`config.mk`:
```
export PLATFORM = sky130hd
export DESIGN_NAME = alu_sequencer
export DESIGN_NICKNAME = d
export VERILOG_FILES = /design/src/rtl/alu_sequencer_pkg.sv /design/src/rtl/alu_sequencer_reg_file.sv /design/src/rtl/alu_sequencer.sv
export SDC_FILE = /design/constraint.sdc
export NUM_CORES = 1
export LEC_CHECK = 0
export CORE_MARGIN = 2
export CORE_UTILIZATION = 45
export CTS_CLUSTER_DIAMETER = 60
export DETAILED_ROUTE_END_ITERATION = 10
export GPL_ROUTABILITY_DRIVEN = 1
export PLACE_DENSITY = 0.65
export SLEW_MARGIN = 20
export SYNTH_ARGS = -nofsm -noshare
export SYNTH_HDL_FRONTEND = slang
export SYNTH_SLANG_ARGS = --single-unit
```
`constraint.sdc`:
```
create_clock -name clk -period 2.3 [get_ports clk]
set_clock_uncertainty 0.05 [all_clocks]
set_input_delay 0.345 -clock clk [delete_from_list [all_inputs] [get_ports clk]]
set_output_delay 0.345 -clock clk [all_outputs]
set_load 0.01 [all_outputs]
```
`src/rtl/alu_sequencer_pkg.sv`:
```
// Shared constants for the ALU sequencer: opcodes, FSM state encoding and
// instruction field positions.
package alu_sequencer_pkg;

    localparam logic [3:0] OP_NOP = 4'd0;
    localparam logic [3:0] OP_ADD = 4'd1;
    localparam logic [3:0] OP_SUB = 4'd2;
    localparam logic [3:0] OP_XOR = 4'd3;
    localparam logic [3:0] OP_LDI = 4'd4;

    localparam logic [1:0] S_IDLE   = 2'd0;
    localparam logic [1:0] S_LOAD_A = 2'd1;
    localparam logic [1:0] S_EXEC   = 2'd2;
    localparam logic [1:0] S_WB     = 2'd3;

    localparam int FIELD_W = 4;
    localparam int IMM_W   = 8;
    localparam int OP_LSB  = 12;
    localparam int RD_LSB  = 8;
    localparam int RS_LSB  = 4;
    localparam int RT_LSB  = 0;

    function automatic logic is_alu_op(input logic [3:0] op);
        return (op == OP_ADD) || (op == OP_SUB) || (op == OP_XOR);
    endfunction

    function automatic logic is_legal_op(input logic [3:0] op);
        return op <= OP_LDI;
    endfunction

endpackage

```
`src/rtl/alu_sequencer_reg_file.sv`:
```
// 16x16 register file: two operand read ports, one debug read port, one
// synchronous write port; R0 is hardwired to zero.
module reg_file_16x16 #(
    parameter int WIDTH = 16,
    parameter int NREGS = 16
) (
    input  logic             clk,
    input  logic             rst,
    input  logic [3:0]       rs_addr,
    output logic [WIDTH-1:0] rs_data,
    input  logic [3:0]       rt_addr,
    output logic [WIDTH-1:0] rt_data,
    input  logic [3:0]       dbg_addr,
    output logic [WIDTH-1:0] dbg_data,
    input  logic             we,
    input  logic [3:0]       wr_addr,
    input  logic [WIDTH-1:0] wr_data
);

    logic [WIDTH-1:0] regs_q [NREGS];
    logic [WIDTH-1:0] regs_d [NREGS];

    always_comb begin
        regs_d = regs_q;
        if (we && (wr_addr != '0)) begin
            regs_d[wr_addr] = wr_data;
        end
    end

    always_ff @(posedge clk) begin
        if (rst) begin
            for (int unsigned i = 0; i < NREGS; i++) begin
                regs_q[i] <= '0;
            end
        end else begin
            regs_q <= regs_d;
        end
    end

    assign rs_data  = (rs_addr  == '0) ? '0 : regs_q[rs_addr];
    assign rt_data  = (rt_addr  == '0) ? '0 : regs_q[rt_addr];
    assign dbg_data = (dbg_addr == '0) ? '0 : regs_q[dbg_addr];

endmodule

```
`src/rtl/alu_sequencer.sv`:
```
// Control stage feeding a registered-A / accumulator ALU: fetches operands,
// drives the ALU over LOAD_A and EXEC, and writes the result back in WB.
module alu_sequencer #(
    parameter int WIDTH = 16,
    parameter int NREGS = 16
) (
    input  logic             clk,
    input  logic             rst,
    input  logic [15:0]      instr,
    input  logic             instr_valid,
    output logic             instr_ready,
    output logic [WIDTH-1:0] alu_a,
    output logic [WIDTH-1:0] alu_b,
    output logic             alu_addsub,
    output logic             alu_xor,
    input  logic [WIDTH-1:0] alu_out,
    output logic             done,
    output logic             illegal,
    input  logic [3:0]       dbg_addr,
    output logic [WIDTH-1:0] dbg_data
);
    import alu_sequencer_pkg::*;

    logic [1:0]       state_q, state_d;
    logic [15:0]      instr_q, instr_d;
    logic [3:0]       op, rd, rs, rt, new_op;
    logic [IMM_W-1:0] imm8;
    logic [WIDTH-1:0] rs_data, rt_data, wr_data;
    logic             we;

    assign op     = instr_q[OP_LSB +: FIELD_W];
    assign rd     = instr_q[RD_LSB +: FIELD_W];
    assign rs     = instr_q[RS_LSB +: FIELD_W];
    assign rt     = instr_q[RT_LSB +: FIELD_W];
    assign imm8   = instr_q[0 +: IMM_W];
    assign new_op = instr[OP_LSB +: FIELD_W];

    always_comb begin
        state_d = state_q;
        instr_d = instr_q;
        case (state_q)
            S_IDLE: begin
                if (instr_valid) begin
                    instr_d = instr;
                    state_d = is_alu_op(new_op) ? S_LOAD_A : S_WB;
                end
            end
            S_LOAD_A: state_d = S_EXEC;
            S_EXEC:   state_d = S_WB;
            S_WB:     state_d = S_IDLE;
            default:  state_d = S_IDLE;
        endcase
    end

    always_ff @(posedge clk) begin
        if (rst) begin
            state_q <= S_IDLE;
            instr_q <= '0;
        end else begin
            state_q <= state_d;
            instr_q <= instr_d;
        end
    end

    // ALU inputs are valid only in the state where the ALU samples them.
    always_comb begin
        alu_a      = '0;
        alu_b      = '0;
        alu_addsub = 1'b0;
        alu_xor    = 1'b0;
        if (state_q == S_LOAD_A) begin
            alu_a = rs_data;
        end
        if (state_q == S_EXEC) begin
            alu_b      = rt_data;
            alu_addsub = (op == OP_SUB);
            alu_xor    = (op == OP_XOR);
        end
    end

    assign instr_ready = (state_q == S_IDLE);
    assign done        = (state_q == S_WB);
    assign illegal     = done && !is_legal_op(op);
    assign we          = done && (is_alu_op(op) || (op == OP_LDI));
    assign wr_data     = (op == OP_LDI) ? {{(WIDTH-IMM_W){1'b0}}, imm8} : alu_out;

    reg_file_16x16 #(
        .WIDTH(WIDTH),
        .NREGS(NREGS)
    ) u_reg_file (
        .clk      (clk),
        .rst      (rst),
        .rs_addr  (rs),
        .rs_data  (rs_data),
        .rt_addr  (rt),
        .rt_data  (rt_data),
        .dbg_addr (dbg_addr),
        .dbg_data (dbg_data),
        .we       (we),
        .wr_addr  (rd),
        .wr_data  (wr_data)
    );

endmodule

```
# Word-level counts from Yosys, hierarchy flattened

Index checks and enable logic that the tools add are counted.

Flip-flop bits (word level): 274
Bits in read-only memories: 0
Logic and storage cells: 78
Memory bits (writable): 0
Memories: 0
Latch bits: 0
Input bits: 39
Output and inout port bits: 53

$mul: 0
Div/mod/pow operators: 0
Reduce and logical (&&, ||, !) cells: 16
Magnitude comparators: 6
Add/sub/neg operators: 0
Mux-type cells: 23
Bitwise gates (word level): 4
Equal/unequal tests: 11
Shift-type cells: 0

Operators with widths:

| kind                                                                              | count |
|---|---|
| 256-bit bitwise mux                                                               | 1 |
| 16-bit two-way mux                                                                | 13 |
| 16-bit binary-select mux with 4-bit select                                        | 3 |
| 16-bit demux with 4-bit select                                                    | 1 |
| 5-bit greater-or-equal comparator (second input constant)                         | 4 |
| 4-bit inverter with 5-bit output                                                  | 4 |
| 4-bit by 2-bit equality test with 1-bit output (second input constant)            | 4 |
| 4-bit zero test                                                                   | 3 |
| 4-bit by 1-bit equality test with 1-bit output (second input constant)            | 2 |
| 2-bit one-hot mux with 4 select lines                                             | 1 |
| 1-bit logical OR                                                                  | 5 |
| 5-bit by 1-bit less-than comparator with 1-bit output (second input constant)     | 1 |
| 2-bit equality test (second input constant)                                       | 2 |
| 4-bit by 3-bit equality test with 1-bit output (second input constant)            | 1 |
| 4-bit by 3-bit less-or-equal comparator with 1-bit output (second input constant) | 1 |
| 1-bit logical AND                                                                 | 4 |
| 2-bit two-way mux                                                                 | 2 |
| 4-bit nonzero test                                                                | 1 |
| 2-bit by 1-bit equality test with 1-bit output (second input constant)            | 1 |
| 2-bit zero test                                                                   | 1 |
| 1-bit two-way mux                                                                 | 2 |
| 2-bit != test (second input constant)                                             | 1 |
| 2-bit AND reduction                                                               | 1 |
| 1-bit zero test                                                                   | 1 |

# Logic depth before layout (Yosys ltp)

Depth in word-level cells: 6
Depth in mapped cells: 8
Mapped depth without buffers: 5

# Cells and area by module

A second synthesis with hierarchy kept.

Cells, all modules: 1696
Area, all modules: 14869.3 um^2

Modules (own cells, without submodules):

| module         | cells an instance | times used | seq. area each (um^2) | area each (um^2) |
|---|---|---|---|---|
| reg_file_16x16 | 1546              | 1          | 4804.6                | 13725.7 |
| alu_sequencer  | 150               | 1          | 360.3                 | 1143.6 |

# Least setup slack after synthesis

OpenSTA, ideal clock, no wires.

Kind: in2out
Start: input port dbg_addr[0]
End: output port dbg_data[1]
Setup slack: 213 ps
Stages on the path: 6
Data required time: 1905 ps
Data arrival time: 1692 ps
Buffers on the path: 3
Cell sequence: buf_2 buf_2 buf_2 mux4_2 a211oi_1 a21oi_1

Cells in the longest elaborated chain, start to end: 5
Elaborated cells between the ends (all ways): 6
Those cells by class: mux: 4; bitwise: 1; reduce/logical: 1

RTL lines:

| element                                                | line                         | text |
|---|---|---|
| start: declaration                                     | alu_sequencer.sv:19          | `input logic [3:0] dbg_addr,` |
| 4-bit inverter with 5-bit output (implied by the code) | alu_sequencer_reg_file.sv:42 | `assign dbg_data = (dbg_addr == '0) ? '0 : regs_q[dbg_addr];` |
| 16-bit binary-select mux with 4-bit select             | alu_sequencer_reg_file.sv:42 |  |
| 16-bit two-way mux (implied by the code) (2 in series) | alu_sequencer_reg_file.sv:42 |  |
| 16-bit two-way mux *                                   | alu_sequencer_reg_file.sv:42 |  |
| end: declaration                                       | alu_sequencer.sv:20          | `output logic [WIDTH-1:0] dbg_data` |

Mark *: on every way between the ends. The rest lies on a longest branch, timed or not. The select of a mux whose other input is x is not followed.

# Final worst setup path

Start: register instr_q[0]
End: output port alu_b[15]

Cells in the longest elaborated chain, start to end: 6
Elaborated cells between the ends (all ways): 7
Those cells by class: mux: 5; bitwise: 1; reduce/logical: 1

RTL lines:

| element                                                | line                         | text |
|---|---|---|
| start: declaration                                     | alu_sequencer.sv:25          | `logic [15:0] instr_q, instr_d;` |
| start signal: assignment                               | alu_sequencer.sv:61          | `instr_q <= instr_d;` |
| 4-bit inverter with 5-bit output (implied by the code) | alu_sequencer_reg_file.sv:41 | `assign rt_data = (rt_addr == '0) ? '0 : regs_q[rt_addr];` |
| 16-bit binary-select mux with 4-bit select             | alu_sequencer_reg_file.sv:41 |  |
| 16-bit two-way mux (implied by the code) (2 in series) | alu_sequencer_reg_file.sv:41 |  |
| 16-bit two-way mux *                                   | alu_sequencer_reg_file.sv:41 |  |
| 16-bit two-way mux *                                   | alu_sequencer.sv:74          | `if (state_q == S_EXEC) begin` |
| end: declaration                                       | alu_sequencer.sv:13          | `output logic [WIDTH-1:0] alu_b,` |

Marked as above.

==> results summary <==
The flow ran to the end, but the final reports show violations. The checks that failed: negative setup slack. The quantity of I/O buffers inserted on ports came out at approximately 90. The endpoint type of the worst setup path is an output port.

The full die area is between 30,000 and 40,000 sq um. Of the cells placed in the final design, the portion with a size suffix greater than 1 is 0.4162. The count of clock tree sinks is 274. Max-cap violations in this run came to 0. The net switching share of the total power came out at 0.3264. In the global route stage, overall resource usage came out at 0.3236.

The origin of the worst min-delay path is rst. STA classifies the critical path startpoint as a flop. Detailed routing inserted a total of 16,080 vias. For this run, the post-layout net count is 1,876.

The path class of the tightest hold or removal check is in2reg. From bottom edge to top edge, the die measures between 150 and 200 um. The hold buffer count at cts is 0.

The share of the clock period used by the worst path after layout is 1.186. The largest driver fanout on the critical path came out at 6. The post-placement cell count came out at ~2,100. The headroom to the max-slew limit came out at 0.2226. Data on the critical path arrives at its endpoint at approximately 2.3 ns. The number of nets in the synthesized netlist is around 1,700. The horizontal die dimension came out at 193.5 um. The share of synthesized registers carrying an async set or reset came out at 0. After detailed routing, the total wire length is ~63,000 um.

The number of setup violations in the final report is 36. Yosys mapped a number of flops with a built-in enable equal to 0. In this run the static leakage power is roughly 7.0 nW. The number of antenna violations at the first check in global routing came out at 0.

The slack of the worst reg-to-reg path came out at around 0.060 ns. The global placer's final weighted congestion is between 0.9 and 1. The tree is rooted in a clkbuf_16. The worst-margin pin slew came out at roughly 1.2 ns. The detailed-placement wirelength estimate is 37,890 um.

The number of buffers inserted during clock tree synthesis came out at 31. The switching component of the power came out at around 4.7 mW. The synthesized netlist contains between 50 and 60 unique library cells.

The capture endpoint of the worst hold path is state_q[1]. Entering global routing, the biggest net connects 66 pins. The average wire per standard cell is 27.31 um.

At the worst endpoint, the required time is between 1.5 and 2 ns. The cell area after technology mapping came out at ~16,000 sq um. TritonCTS built the clock tree.

The internal power contribution came out at just under 10 mW. The clock passes through at most 3 buffers. The floorplan step defined a core boundary enclosing 35,480 sq um. Timing would allow up to approximately 370 MHz.

The number of hold violations in the final report came out at 0. The share of total power dissipated in the clock network is 0.331. The number of instances on the worst hold path came out at 2. The gate count after technology mapping is roughly 1,600. The shortest clock period the worst path allows after layout is around 2.7 ns.

The critical path is of the reg2out type. The worst-case IR drop observed on VDD is about 0.68 mV. Once layout is complete, the utilization of the core stands at 0.6094. The first-pass GRT wire length is 94,840 um. The average cell area after synthesis came out at 9.996 sq um. The number of register bits inferred by synthesis came out at 274. In this run the critical register-to-register path is launched from instr_q[12].

The I/O pin count is just over 90. For this run, design rule violations remaining after detail routing come to 0. The power per cell area came out at between 600 and 700 nW/um^2. Measured in cells, the most critical reg-to-reg path has a length of 4. The number of warning messages in the yosys log is 0.

The combinational fraction of design power is 0.327. The portion of the post-synthesis area used by sequential elements is 0.3393. The repair_antennas step left the layout with diodes totalling 0. The clock slew at the register clock pins of the worst setup and hold paths came out at ~0.07 ns. The final standard cell count with taps included and fillers excluded came out at 2,316. Before antenna repair, the detailed router went through 6 iterations. The via count of the first global-routing pass came out at approximately 16,000. The remaining antenna violation count after routing is 0. Setup repair after global routing could not meet its margin everywhere. In this run the critical register-to-register path is captured at u_reg_file.regs_q[54]. The area growth from synthesis to layout came out at 33.76%. The number of vias per cell is slightly below 7. The floorplan has 69 rows.

For this run the aggregate overflow at the end of global routing stands at 0. The max-slew violation count came out at 0. The sequential cell fraction of total power came out at 0.341.

The clock latency on the worst-skew pair came out at approximately 0.57 ns. The level count of the clock H-tree is 1. The number of design-rule violations left by the first detailed-router iteration is 2,214.

The initial core utilization is 0.4556. The setup slack of the critical path after layout is -0.4287 ns. For this run, the leading register cell type out of synthesis is dfxtp_1.
## layout by cell type, fill, tap and decap left out, types with 43 or more instances in the layout
cell	synthesis	final
dfxtp_1	274	194
a211oi_1	116	110
buf_2	74	45
o21ai_0	43	43
o21ai_1	56	54
a21oi_1	277	263
buf_12	0	71
buf_4	2	183
nand3_1	99	98
nand2_1	75	75
mux4_2	166	166
dfxtp_2	0	69
mux2i_1	122	78
## Yosys cell counts (15+ instances only)
library cell	count	area, sq um
buf_1	15	56.30
o22ai_1	32	200.2
mux4_2	166	3739
nand2_1	75	281.5
dfxtp_1	274	5485
buf_2	74	370.4
a21oi_1	277	1386
a211oi_1	116	870.8
nand3_1	99	495.5
clkbuf_1	102	382.9
o21ai_1	56	280.3
o21ai_0	43	215.2
a311oi_1	16	140.1
nor2_1	34	127.6
mux2i_1	122	1221
nor2b_1	27	168.9
## routing by layer
metal,global-route usage,share of wire,up-vias
met5,0,0,-
met4,0.1600,0.055,0
met3,0.07688,0.12,230
met2,0.4944,0.45,1241
met1,0.4314,0.38,7879
li1,-,-,6733
## worst max-delay path, stage by stage (launching register included)
cell and delay [ns]:
dfxtp_4 0.37, buf_12 0.14, buf_12 0.13, buf_12 0.12, o311ai_4 0.30, buf_12 0.18, buf_12 0.13, buf_4 0.11
o22ai_2 0.09, buf_2 0.18
## final cells by class
| type | count | area, sq um |
|---|---|---|
| multi-input combinational | 1140 | 10540 |
| clock buffer | 44 | 844.6 |
| tap | 461 | 576.8 |
| fill | 2699 | 13860 |
| inverter | 8 | 30.03 |
| timing repair buffer | 378 | 3916 |
| sequential | 274 | 5613 |
| clock inverter | 11 | 103.9 |
## stage by stage
stage | power, mW | setup slack, ns | TNS (ns) | hold slack (ns) | cell area, sq um
2_1_floorplan | 6.994 | 0.2131 | 0 | 0.3983 | 16160
3_3_place_gp | 8.646 | -0.5093 | -9.704 | 0.4099 | 18770
3_5_place_dp | 8.671 | -0.6220 | -10.75 | 0.4199 | 18770
4_1_cts | 14.30 | -0.3947 | -10.50 | 0.2107 | 21230
5_1_grt | 14.88 | -0.4443 | -12.19 | 0.2308 | 21620
6_report | 14.54 | -0.4287 | -11.05 | 0.2118 | 21620
## how the worst max path moves through the flow
stage | end | slack (ns) | cells past startpoint | from
after CTS | alu_b[7] | -0.39 | 7 | instr_q[0]
after detailed placement | dbg_data[3] | -0.62 | 7 | dbg_addr[3]
final | alu_b[15] | -0.43 | 9 | instr_q[0]
after global placement | dbg_data[3] | -0.51 | 7 | dbg_addr[2]
after floorplan | dbg_data[1] | 0.21 | 6 | dbg_addr[0]
after global routing | alu_a[6] | -0.44 | 7 | instr_q[4]
## power groups by stage
stage          combinational (mW)  sequential, mW  clock, mW
5_1_grt                      4.90            4.97       5.01
4_1_cts                      4.52            4.96       4.82
6_report                     4.76            4.97       4.82
3_5_place_dp                 3.60            5.07          0
3_3_place_gp                 3.58            5.07          0
2_1_floorplan                2.01            4.98          0
## cell families after synthesis
family	after synthesis	synth area share
compound gates	574	0.2086
mux	289	0.3077
flops	274	0.3393
simple gates	273	0.08739
buf+inv	203	0.05387
fa+ha+maj	4	0.003096
## sequential cells by signal (all words and copies together), names as in the netlist
signal,cells
u_reg_file.regs_q,256
instr_q,16
state_q,2
## repair_timing
action,in CTS,in global routing
endpoints found under the setup margin,53,45
buffers inserted,98,21
gates resized for setup,346,124
cloned,5,0
pin swaps,48,51
(Power assumes the default switching activity.)
